===== config.mk =====
export PLATFORM = sky130hd
export DESIGN_NAME = instr_fetch
export DESIGN_NICKNAME = d
export VERILOG_FILES = /design/src/rtl/instr_fetch.sv
export SDC_FILE = /design/constraint.sdc
export NUM_CORES = 1
export LEC_CHECK = 0
export ABC_AREA = 0
export BUFFER_PORTS_ARGS = -buffer_cell sky130_fd_sc_hd__buf_4
export CAP_MARGIN = 20
export CELL_PAD_IN_SITES_DETAIL_PLACEMENT = 1
export CELL_PAD_IN_SITES_GLOBAL_PLACEMENT = 2
export CORE_ASPECT_RATIO = 1.5
export CORE_MARGIN = 2
export CORE_UTILIZATION = 32
export DETAILED_ROUTE_END_ITERATION = 8
export PLACE_DENSITY_LB_ADDON = 0.1
export SYNTH_ARGS = -nofsm -noshare
export SYNTH_HDL_FRONTEND = slang
export SYNTH_SLANG_ARGS = --single-unit

===== constraint.sdc =====
create_clock -name clk -period 4.28 [get_ports clk]
set_clock_uncertainty 0.2 [all_clocks]
set_input_delay 0.428 -clock clk [delete_from_list [all_inputs] [get_ports clk]]
set_output_delay 0.428 -clock clk [all_outputs]
set_load 0.1 [all_outputs]

===== src/rtl/instr_fetch.sv =====
// Instruction fetch sequencer: owns the PC, runs a req/ack read against instruction memory
// and hands each word to the IR as a one-cycle ir_ld pulse. Optional FETCH_TIMEOUT_EN adds an ack timeout.
module instr_fetch #(
    parameter int                ADDR_W   = 16,
    parameter int                DATA_W   = 16,
    parameter logic [ADDR_W-1:0] RESET_PC = '0,
    parameter int                TIMEOUT  = 255
) (
    input  logic              clk,
    input  logic              rst,
    input  logic              fetch_en,
    input  logic              branch_valid,
    input  logic [ADDR_W-1:0] branch_target,
    output logic              mem_req,
    output logic [ADDR_W-1:0] mem_addr,
    input  logic              mem_ack,
    input  logic [DATA_W-1:0] mem_rdata,
    output logic              ir_ld,
    output logic [DATA_W-1:0] ir_data,
    output logic [ADDR_W-1:0] pc_out,
    output logic              busy,
    output logic              fetch_err
);

    typedef enum logic [1:0] {
        S_IDLE  = 2'd0,
        S_FETCH = 2'd1,
        S_LOAD  = 2'd2
    } state_t;

    state_t            state_q, state_d;
    logic [ADDR_W-1:0] pc_q, pc_d;
    logic [ADDR_W-1:0] pc_out_q, pc_out_d;
    logic [DATA_W-1:0] ir_data_q, ir_data_d;
    logic              ir_ld_q, ir_ld_d;
    logic              redirect_q, redirect_d;
    logic [ADDR_W-1:0] tgt_q, tgt_d;

`ifdef FETCH_TIMEOUT_EN
    logic [7:0] cnt_q, cnt_d;
    logic       err_q, err_d;
`endif

    always_comb begin
        state_d    = state_q;
        pc_d       = pc_q;
        pc_out_d   = pc_out_q;
        ir_data_d  = ir_data_q;
        ir_ld_d    = 1'b0;
        redirect_d = redirect_q;
        tgt_d      = tgt_q;
`ifdef FETCH_TIMEOUT_EN
        cnt_d      = cnt_q;
        err_d      = err_q;
`endif
        case (state_q)
            S_IDLE: begin
                if (branch_valid) begin
                    pc_d = branch_target;
                end else if (fetch_en) begin
                    state_d    = S_FETCH;
                    redirect_d = 1'b0;
`ifdef FETCH_TIMEOUT_EN
                    cnt_d      = 8'd0;
`endif
                end
            end
            S_FETCH: begin
                if (mem_ack) begin
                    // A pending (or same-cycle) redirect discards the returned word.
                    if (redirect_q || branch_valid) begin
                        pc_d       = branch_valid ? branch_target : tgt_q;
                        redirect_d = 1'b0;
                        state_d    = S_IDLE;
                    end else begin
                        ir_data_d = mem_rdata;
                        pc_out_d  = pc_q;
                        pc_d      = pc_q + {{(ADDR_W-1){1'b0}}, 1'b1};
                        ir_ld_d   = 1'b1;
                        state_d   = S_LOAD;
                    end
                end else begin
                    if (branch_valid) begin
                        redirect_d = 1'b1;
                        tgt_d      = branch_target;
                    end
`ifdef FETCH_TIMEOUT_EN
                    if (cnt_q == 8'(TIMEOUT - 1)) begin
                        state_d    = S_IDLE;
                        err_d      = 1'b1;
                        redirect_d = 1'b0;
                    end else begin
                        cnt_d = cnt_q + 8'd1;
                    end
`endif
                end
            end
            S_LOAD: begin
                state_d = S_IDLE;
                if (branch_valid) begin
                    pc_d = branch_target;
                end
            end
            default: begin
                state_d = S_IDLE;
            end
        endcase
    end

    always_ff @(posedge clk) begin
        if (!rst) begin
            state_q    <= S_IDLE;
            pc_q       <= RESET_PC;
            pc_out_q   <= '0;
            ir_data_q  <= '0;
            ir_ld_q    <= 1'b0;
            redirect_q <= 1'b0;
        end else begin
            state_q    <= state_d;
            pc_q       <= pc_d;
            pc_out_q   <= pc_out_d;
            ir_data_q  <= ir_data_d;
            ir_ld_q    <= ir_ld_d;
            redirect_q <= redirect_d;
        end
    end

    // Redirect target is only consulted while redirect_q is set, so it needs no reset.
    always_ff @(posedge clk) begin
        tgt_q <= tgt_d;
    end

`ifdef FETCH_TIMEOUT_EN
    always_ff @(posedge clk) begin
        if (!rst) begin
            cnt_q <= 8'd0;
            err_q <= 1'b0;
        end else begin
            cnt_q <= cnt_d;
            err_q <= err_d;
        end
    end

    assign fetch_err = err_q;
`else
    assign fetch_err = 1'b0;
`endif

    assign mem_req  = (state_q == S_FETCH);
    assign mem_addr = pc_q;
    assign ir_ld    = ir_ld_q;
    assign ir_data  = ir_data_q;
    assign pc_out   = pc_out_q;
    assign busy     = (state_q != S_IDLE);

endmodule

==> reports/results.ini, run 1 <==
[clocking]
cts_tree = built
clock_tree.buffer_depth = 2
cts-root-buf = clkbuf_16
clk_pin_slew_worst_paths_ns = 0.06
cts_hold_buf = 0
post_cts_buffers = 0
clkLatencyLatePin_ns = 0.33
htree_levels = 3
cts_resized = 0
cts_made_buffers = 9
clock-sinks = 68

[layout]
num-fill-cells = 1137
n_antenna_cell = 0
nNetsFinal = 464
fin_area_um2 = 4120
final_layout_size_suffix_gt1_frac = 0.309
stdcell_count = 546
fin_util = 0.430
syn2layout_area_growth_pct = 32.7

[worst_hold_path]
hold_class = input pin to flip-flop

[route]
drt_iter0_markers = 101
wl_mm = 8.98
ant_nets = 0
via_per_inst = 5.14
first_pass_iters = 4
wl_per_cell_um = 16.4
vias = 2808
drc_errors = 0

[placement]
numPlacedInstances = 530
gp_congestion = 0.710
dp.final_hpwl_mm = 6.24
placed_area_um2 = 3810
io_buffers = 87

[synth]
synth_top_area_frac = 0.335
yosys-top-cells-area = dfxtp_1 (34%), edfxtp_1 (15%), a21oi_1 (8.9%)
synth_top_family_by_area = compound AO/OA/AOI/OAI gates
synth-simple-area-share = 0.181
ys.warnings.count = 0
synth_xor_area_frac = 0.0169
synthFlopType = dfxtp_1
synth_commonest_cells = nand2_1 (73), a21oi_1 (55), dfxtp_1 (52)
synthMuxAreaShare = 0.0540
synth_seq_cells = 68
syn_nets = 389
yosysTopAreaCell = dfxtp_1
yosysSeqAreaShare = 0.490
synth_compound_area_frac = 0.205
avgSynthCellArea_um2 = 8.85
synthCells = 351
synthAdderAreaFrac = 0.00403
synth_cell_types = 52
synth-edff-count = 16
post-synth-top-count-cell = nand2_1
synth_area_um2 = 3110
async_flop_share = 0

[global_route]
busiest_layer = met2
grt_usage = 0.177
use_met1 = 0.233
grt_antenna_before_repair = 0
grtUsageMet3 = 0.0451
gr-total-overflow = 0
use_met2 = 0.283
grt_pass1_wl_mm = 14.8
grt_pass1_vias = 2783
grt_max_degree = 35

[power]
pwr-share-comb = 0.172
p_per_area_nw_per_um2 = 432
switchingPower_uw = 530
internal-power_mw = 1.25
finalPower_mw = 1.78
p_clk_frac = 0.427
pwr-share-seq = 0.401
p_leak_nw = 1.61
netSwitchingFraction = 0.298
max-vdd-ir-drop_mv = 0.269

[timing]
setup-violations-final = 0
period_minus_slack_ns = 2.70
tns_ns = 0
rsz0062_at_grt = no
min_period_over_period = 0.630
slew_viol_final = 0
finalHoldViolCount = 0
fmax_mhz = 371
tightestPinTransition_ns = 0.832
relSlewSlack = 0.446

[floorplanning]
fp.dieArea_um2 = 10500
core_area_um2 = 9580
pin_count = 89
start_util = 0.324
row_count = 44
die_x_um = 84.5
dieHeight_um = 125

[run_status]
outcome = completed

[worst_setup_path]
crit_type = flip-flop to flip-flop
critPathArrivalTime_ns = 2.68
crit_chain = nor2b_1, a22o_1, o21ai_0, o211ai_1, a21oi_1
path_max_fanout = 21
crit_slowest_cell = a22o_1
cp-end-kind = flip-flop
worstPathRequired_ns = 4.26
worst_path_largest_cell_delay_ns = 0.76
worstSetupStartpointType = flip-flop

[job]
drv_cap = 0

==> routing by layer <==
layer  part of all wire  wire (um)  up-vias
met3              0.049        442        9
met5                  0          0        -
met2               0.48       4350       74
met1               0.45       4050     1330
li1                   -          -     1395
met4              0.015        138        0
==> cells in the final DEF (no fill, tap or decap), types with 2 or more instances in the layout <==
master,netlist,routed
nor3_1,4,3
and3b_1,2,2
buf_4,2,91
nand3b_1,4,4
a31oi_1,4,4
clkbuf_16,0,10
xnor2_1,2,2
a21oi_1,55,55
xor2_1,4,4
dfxtp_1,52,52
mux2_2,14,14
a21o_1,2,2
nand2_1,73,73
a211oi_1,4,4
and3_1,5,5
nor2_1,17,17
o211ai_1,8,8
o221a_2,2,2
a32oi_1,2,2
nand4_1,3,3
nand3_1,3,3
o21ai_0,18,18
edfxtp_1,16,16
clkinv_2,0,3
inv_1,4,4
==> cell type report <==
class                   count  area, um^2  area share
inverters                   6        22.5     0.00546
clock buffers              10         250      0.0607
clock inverters             6        60.1      0.0146
flip-flops and latches     68        1520       0.369
well taps                 115         144      0.0349
repair buffers             91         683       0.166
multi-input cells         250        1440       0.349
==> power groups by stage <==
stage	clock network, mW	registers (mW)	logic [mW]
5_1_grt	0.812	0.719	0.326
3_5_place_dp	0	0.728	0.308
2_1_floorplan	0	0.839	0.108
3_3_place_gp	0	0.727	0.307
4_1_cts	0.785	0.715	0.309
6_report	0.760	0.714	0.306
==> registers in the layout (all words and copies together), names as in the netlist <==
register    count
state_q         2
mem_addr       16
redirect_q      1
pc_out         16
tgt_q          16
ir_ld           1
ir_data        16
==> stage by stage <==
stage	hold WS (ns)	worst slack, ns
3_5_place_dp	0.250	1.48
4_1_cts	0.123	1.57
6_report	0.136	1.58
3_3_place_gp	0.242	1.54
5_1_grt	0.140	1.38
2_1_floorplan	0.295	1.76
==> worst max-delay path, delay by kind of cell, from the launching register on <==
| family | cells | cell delay, ns |
|---|---|---|
| AOI/OAI and AO/OA | 4 | 1.29 |
| DFF | 1 | 0.62 |
| and+or+nand+nor | 1 | 0.45 |
==> worst paths after layout <==
kind                            slack [ns]                     from                       end  cells after the start
worst min register to register        0.26  ir_data[1]$_SDFFE_PN0P_   ir_data[1]$_SDFFE_PN0P_                      2
worst min-delay path                  0.14             mem_rdata[3]   ir_data[3]$_SDFFE_PN0P_                      3
worst max-delay path                  1.58  state_q[0]$_SDFFE_PN0P_  mem_addr[9]$_SDFFE_PN0P_                      5
worst max register to register        1.58  state_q[0]$_SDFFE_PN0P_  mem_addr[9]$_SDFFE_PN0P_                      5
==> cells by family (layout without fill, tap and decap cells) <==
| logic type | Yosys count | in the layout |
|---|---|---|
| AO/OA/AOI/OAI | 106 | 106 |
| XOR/XNOR | 6 | 6 |
| adder cells (fa/ha/maj) | 1 | 1 |
| buffers and inverters | 33 | 113 |
| flip-flops | 68 | 68 |
| multiplexers | 15 | 15 |
| other | 1 | 1 |
| AND/OR/NAND/NOR | 121 | 121 |
Note: power is estimated with default switching activity, not from simulation.
==> run 2, diff against run 1 <==
--- a/config.mk
+++ b/config.mk
@@ -5,14 +5,14 @@
 export SDC_FILE = /design/constraint.sdc
 export NUM_CORES = 1
 export LEC_CHECK = 0
-export ABC_AREA = 0
+export ABC_AREA = 1
 export BUFFER_PORTS_ARGS = -buffer_cell sky130_fd_sc_hd__buf_4
 export CAP_MARGIN = 20
 export CELL_PAD_IN_SITES_DETAIL_PLACEMENT = 1
 export CELL_PAD_IN_SITES_GLOBAL_PLACEMENT = 2
 export CORE_ASPECT_RATIO = 1.5
 export CORE_MARGIN = 2
-export CORE_UTILIZATION = 32
+export CORE_UTILIZATION = 29
 export DETAILED_ROUTE_END_ITERATION = 8
 export PLACE_DENSITY_LB_ADDON = 0.1
 export SYNTH_ARGS = -nofsm -noshare
==> constraint.sdc (replaced) <==
create_clock -name clk -period 2.5 [get_ports clk]
set_clock_uncertainty 0.2 [all_clocks]
set_input_delay 0.25 -clock clk [delete_from_list [all_inputs] [get_ports clk]]
set_output_delay 0.25 -clock clk [all_outputs]
set_load 0.1 [all_outputs]
==> run 2 against run 1 <==
  * Clock-buffer cell count increased by 4
  * Sequential share of layout area decreased by 2.3 points
  * Cell area increased by 6.6%
  * Clock power increased by 54%
  * Total power increased by 72%
  * Flip-flop and latch count unchanged
  * Combinational power increased by 110%
  * Critical path type unchanged
==> reports/results.ini, run 2 <==
[run_status]
outcome = completed

[global_route]
grt_max_degree = 49
gr-total-overflow = 0
grt_antenna_before_repair = 0
grt_usage = 0.170
grt_pass1_vias = 3232
grt_pass1_wl_mm = 16.5

[worst_setup_path]
cp-end-kind = flip-flop
crit_family = simple AND/OR/NAND/NOR gates
crit_slowest_cell = dfxtp_1
crit_type = flip-flop to flip-flop
crit_chain = ha_1, nand3_1, nor2_4, nand4_1, nand3_1, nand2_1, a21oi_1
path_max_fanout = 9
worstSetupStartpointType = flip-flop
worst_path_largest_cell_delay_ns = 0.52
critPathBufInv = 0
worstPathRequired_ns = 2.56
crit_top_cell = nand3_1
rrSetupSlack_ns = 0.56
critPathArrivalTime_ns = 2.00

[timing]
setup-violations-final = 0
slew_viol_final = 0
min_period_over_period = 0.778
rsz0062_at_grt = no
period_minus_slack_ns = 1.94
tns_ns = 0
finalHoldViolCount = 0
worst_slack_ns = 0.555
fmax_mhz = 514
hold_ws_ns = 0.0150

[route]
wl_per_cell_um = 15.0
wl_mm = 10.1
vias = 3089
drc_errors = 0
via_per_inst = 4.59
drt_iter0_markers = 100
ant_nets = 0
first_pass_iters = 4

[synth]
yosysTopAreaCell = dfxtp_1
yosysSeqAreaShare = 0.472
synth_commonest_cells = nand2_1 (86), o21ai_0 (60), nor2_1 (59)
synth_area_um2 = 3220
async_flop_share = 0
post-synth-top-count-cell = nand2_1
synth_cell_types = 29
avgSynthCellArea_um2 = 7.60
synthFlopType = dfxtp_1
synth-edff-count = 16
synthCells = 424
yosys-top-cells-area = dfxtp_1 (32%), edfxtp_1 (15%), nand2_1 (10%)
ys.warnings.count = 0
synth_top_area_frac = 0.323
syn_nets = 462
synth_seq_cells = 68

[power]
max-vdd-ir-drop_mv = 0.326
finalPower_mw = 3.06
p_per_area_nw_per_um2 = 696
p_leak_nw = 2.02

[layout]
final_common_cell = buf_4
final_layout_size_suffix_gt1_frac = 0.224
fin_util = 0.402
num-fill-cells = 1383
final_cell_mix = buf_4 (92), nand2_1 (86), o21ai_0 (60), nor2_1 (59), dfxtp_1 (52)
fin_area_um2 = 4390
nNetsFinal = 559
syn2layout_area_growth_pct = 36.3
n_antenna_cell = 0
stdcell_count = 673

[placement]
gp_congestion = 0.740
io_buffers = 87
dp.final_hpwl_mm = 7.26
placed_area_um2 = 3960
numPlacedInstances = 641
dp_slack_ns = 0.538

[floorplanning]
dieHeight_um = 133
pin_count = 89
row_count = 47
core_area_um2 = 10900
fp.dieArea_um2 = 12000
start_util = 0.295
die_x_um = 90.1

[clocking]
cts_tree = built
clock_tree.buffer_depth = 2
clk_pin_slew_worst_paths_ns = 0.06
htree_levels = 3
clkLatencyLatePin_ns = 0.33
clock-sinks = 68
cts_made_buffers = 9
cts-root-buf = clkbuf_16

[worst_hold_path]
hold_class = input pin to flip-flop

[job]
drv_cap = 0

==> run 2: final timing paths <==
| path | endpoint | startpoint | cells after the start |
|---|---|---|---|
| min reg2reg | pc_out[0]$_SDFFE_PN0P_ | pc_out[0]$_SDFFE_PN0P_ | 2 |
| max | mem_addr[10]$_SDFFE_PN0P_ | mem_addr[0]$_SDFFE_PN0P_ | 7 |
| max reg2reg | mem_addr[10]$_SDFFE_PN0P_ | mem_addr[0]$_SDFFE_PN0P_ | 7 |
| min | mem_addr[2]$_SDFFE_PN0P_ | branch_target[2] | 3 |
==> run 2: logic make-up after synthesis <==
logic type,count (synthesis),share of synthesized area
adders and majority gates,1,0.00388
xor gates and xnor gates,3,0.00815
buffers and inverters,56,0.0846
other,1,0.00116
and+or+nand+nor,181,0.245
AOI/OAI and AO/OA,114,0.185
DFF,68,0.472
==> run 2: area by class of cell <==
class	count	area, um^2	share of cell area
Clock inverter	2	10.0	0.00228
Timing Repair Buffer	108	851	0.194
Sequential cell	68	1520	0.346
Multi-Input combinational cell	300	1430	0.325
Inverter	34	133	0.0302
Clock buffer	14	264	0.0601
Tap cell	147	184	0.0419
==> run 2: routing by layer <==
layer  GRT usage  wire length [um]  share of wire
met4      0.0538               123          0.012
met5           0                 0              0
met1       0.210              4550           0.45
met3      0.0475               520          0.052
met2       0.288              4890           0.49
==> run 2: repair_timing <==
action                                 CTS  global route
hold buffers                            16             0
endpoints found under the hold margin   16             0
setup buffers                            0             0
resized for setup                        0             0
==> run 2: report_power, final <==
| part | leakage [nW] | switching (mW) | internal, mW | total [mW] |
|---|---|---|---|---|
| Sequential | 0.570 | 0.0578 | 1.17 | 1.23 |
| Combinational | 1.31 | 0.483 | 0.169 | 0.652 |
| Clock | 0.137 | 0.452 | 0.723 | 1.17 |
==> run 2: tightest hold or removal path, stage by stage <==
cell,delay [ns]
buf_4,0.08
o21ai_0,0.06
a21oi_1,0.11
==> run 3, diff against run 2 <==
--- a/config.mk
+++ b/config.mk
@@ -5,14 +5,14 @@
 export SDC_FILE = /design/constraint.sdc
 export NUM_CORES = 1
 export LEC_CHECK = 0
-export ABC_AREA = 1
+export ABC_AREA = 0
 export BUFFER_PORTS_ARGS = -buffer_cell sky130_fd_sc_hd__buf_4
 export CAP_MARGIN = 20
 export CELL_PAD_IN_SITES_DETAIL_PLACEMENT = 1
 export CELL_PAD_IN_SITES_GLOBAL_PLACEMENT = 2
 export CORE_ASPECT_RATIO = 1.5
 export CORE_MARGIN = 2
-export CORE_UTILIZATION = 29
+export CORE_UTILIZATION = 30
 export DETAILED_ROUTE_END_ITERATION = 8
 export PLACE_DENSITY_LB_ADDON = 0.1
 export SYNTH_ARGS = -nofsm -noshare
==> constraint.sdc (replaced) <==
create_clock -name clk -period 2.05 [get_ports clk]
set_clock_uncertainty 0.2 [all_clocks]
set_input_delay 0.205 -clock clk [delete_from_list [all_inputs] [get_ports clk]]
set_output_delay 0.205 -clock clk [all_outputs]
set_load 0.1 [all_outputs]
==> run 3 against run 2 <==
  * Cell count decreased by 12%
  * Cell area increased by 3.8%
  * Global-route usage increased by 1.0 points
  * Hold slack got worse by 0.0030 ns
  * Die area decreased by 6.6%
  * Combinational power increased by 9.8%
  * Sequential share of layout area decreased by 0.71 points
  * First-iteration DRC count decreased by 17%
==> reports/results.ini, run 3 (synthesis gave the netlist of run 1 again) <==
[worst_setup_path]
crit_chain = buf_4, and2b_1, nor2_1, o21ai_0, o211ai_1, a21oi_2
crit_type = flip-flop to flip-flop
path_max_fanout = 16
crit_slowest_cell = and2b_1
critPathBufInv = 1
critPathArrivalTime_ns = 2.00
crit_family = compound AO/OA/AOI/OAI gates
cp-end-kind = flip-flop
worst_path_largest_cell_delay_ns = 0.45
worstSetupStartpointType = flip-flop
worstPathRequired_ns = 2.12

[timing]
setup-violations-final = 0
min_period_over_period = 0.941
fmax_mhz = 519
relSlewSlack = 0.666
slew_viol_final = 0
finalHoldViolCount = 0
rsz0062_at_grt = no
tightestPinTransition_ns = 0.501
period_minus_slack_ns = 1.93
tns_ns = 0

[global_route]
gr-total-overflow = 0
grt_max_degree = 35
grt_pass1_wl_mm = 15.8
grt_pass1_vias = 3082
grt_antenna_before_repair = 0
grt_usage = 0.180

[layout]
n_antenna_cell = 0
final_common_cell = buf_4
nNetsFinal = 506
syn2layout_area_growth_pct = 46.7
final_cell_mix = buf_4 (102), nand2_1 (73), a21oi_1 (55), dfxtp_1 (40), dlygate4sd3_1 (29)
final_layout_size_suffix_gt1_frac = 0.334
stdcell_count = 590

[floorplanning]
pin_count = 89
fp.dieArea_um2 = 11200
core_area_um2 = 10100
row_count = 45
dieHeight_um = 129
die_x_um = 87.1
start_util = 0.308

[placement]
dp.final_hpwl_mm = 6.60
numPlacedInstances = 545
io_buffers = 87
gp_congestion = 0.749

[clocking]
clkLatencyLatePin_ns = 0.33
cts_made_buffers = 9
cts-root-buf = clkbuf_16
clock-sinks = 68
htree_levels = 3
cts_tree = built
clock_tree.buffer_depth = 2
clk_pin_slew_worst_paths_ns = 0.05

[route]
drt_iter0_markers = 83
via_per_inst = 5.03
wl_mm = 9.53
vias = 2969
first_pass_iters = 4
ant_nets = 0
drc_errors = 0
wl_per_cell_um = 16.2

[power]
p_leak_nw = 1.80
p_per_area_nw_per_um2 = 830
max-vdd-ir-drop_mv = 0.427

[job]
drv_cap = 0

[worst_hold_path]
hold_class = input pin to flip-flop

[run_status]
outcome = completed

run 3: what timing repair did:
| item | in CTS | in global routing |
|---|---|---|
| hold buffers | 29 | 0 |
| endpoints found under the hold margin | 29 | 0 |
| endpoints found under the setup margin | 0 | 16 |
| setup buffers | 0 | 0 |
| gates resized for setup | 0 | 1 |
run 3: final timing paths:
path | start | to | slack [ns] | depth (start not counted)
min reg2reg | ir_data[2]$_SDFFE_PN0P_ | ir_data[2]$_SDFFE_PN0P_ | 0.25 | 2
min | branch_target[0] | mem_addr[0]$_SDFFE_PN0P_ | 0.01 | 3
max | state_q[0]$_SDFFE_PN0P_ | mem_addr[14]$_SDFFE_PN0P_ | 0.12 | 6
max reg2reg | state_q[0]$_SDFFE_PN0P_ | mem_addr[14]$_SDFFE_PN0P_ | 0.12 | 6
run 3: per-stage QoR:
stage          area, um^2  utilization  total power [mW]  hold WS, ns  setup slack, ns
2_1_floorplan        3140            -              1.98        0.141           0.0505
3_3_place_gp         3960        0.393              2.19        0.243            0.158
3_5_place_dp         3960        0.393              2.19        0.249           0.0640
4_1_cts              4550        0.452              3.84      0.00542           0.0389
5_1_grt              4560        0.452              3.95       0.0107          0.00927
6_report             4560        0.452              3.78       0.0121            0.122
run 3: power breakdown:
part	total [mW]	leakage, nW	switching [mW]	internal (mW)
Clock	1.58	0.153	0.575	1.00
Sequential	1.49	0.574	0.0636	1.42
Combinational	0.716	1.07	0.482	0.234
Total	3.78	1.80	1.12	2.66
run 3: tightest hold or removal path, delay by kind of cell:
family | cells | cell delay, ns
buffers and inverters | 1 | 0.09
AO/OA/AOI/OAI | 2 | 0.21
run 3: layout make-up:
class,count,area [um^2]
clock buffer,12,256
clock inverter,4,46.3
inverter,6,22.5
timing repair buffer,133,1100
multi-input combinational,250,1440
sequential,68,1550
fill,1144,5520
tap,117,146
run 3: routing by layer:
| metal | wire length (um) | global-route usage | up-vias |
|---|---|---|---|
| met5 | 0 | 0 | - |
| met4 | 118 | 0.0579 | 0 |
| met3 | 412 | 0.0443 | 7 |
| met2 | 4590 | 0.295 | 69 |
| met1 | 4410 | 0.233 | 1420 |
| li1 | - | - | 1473 |
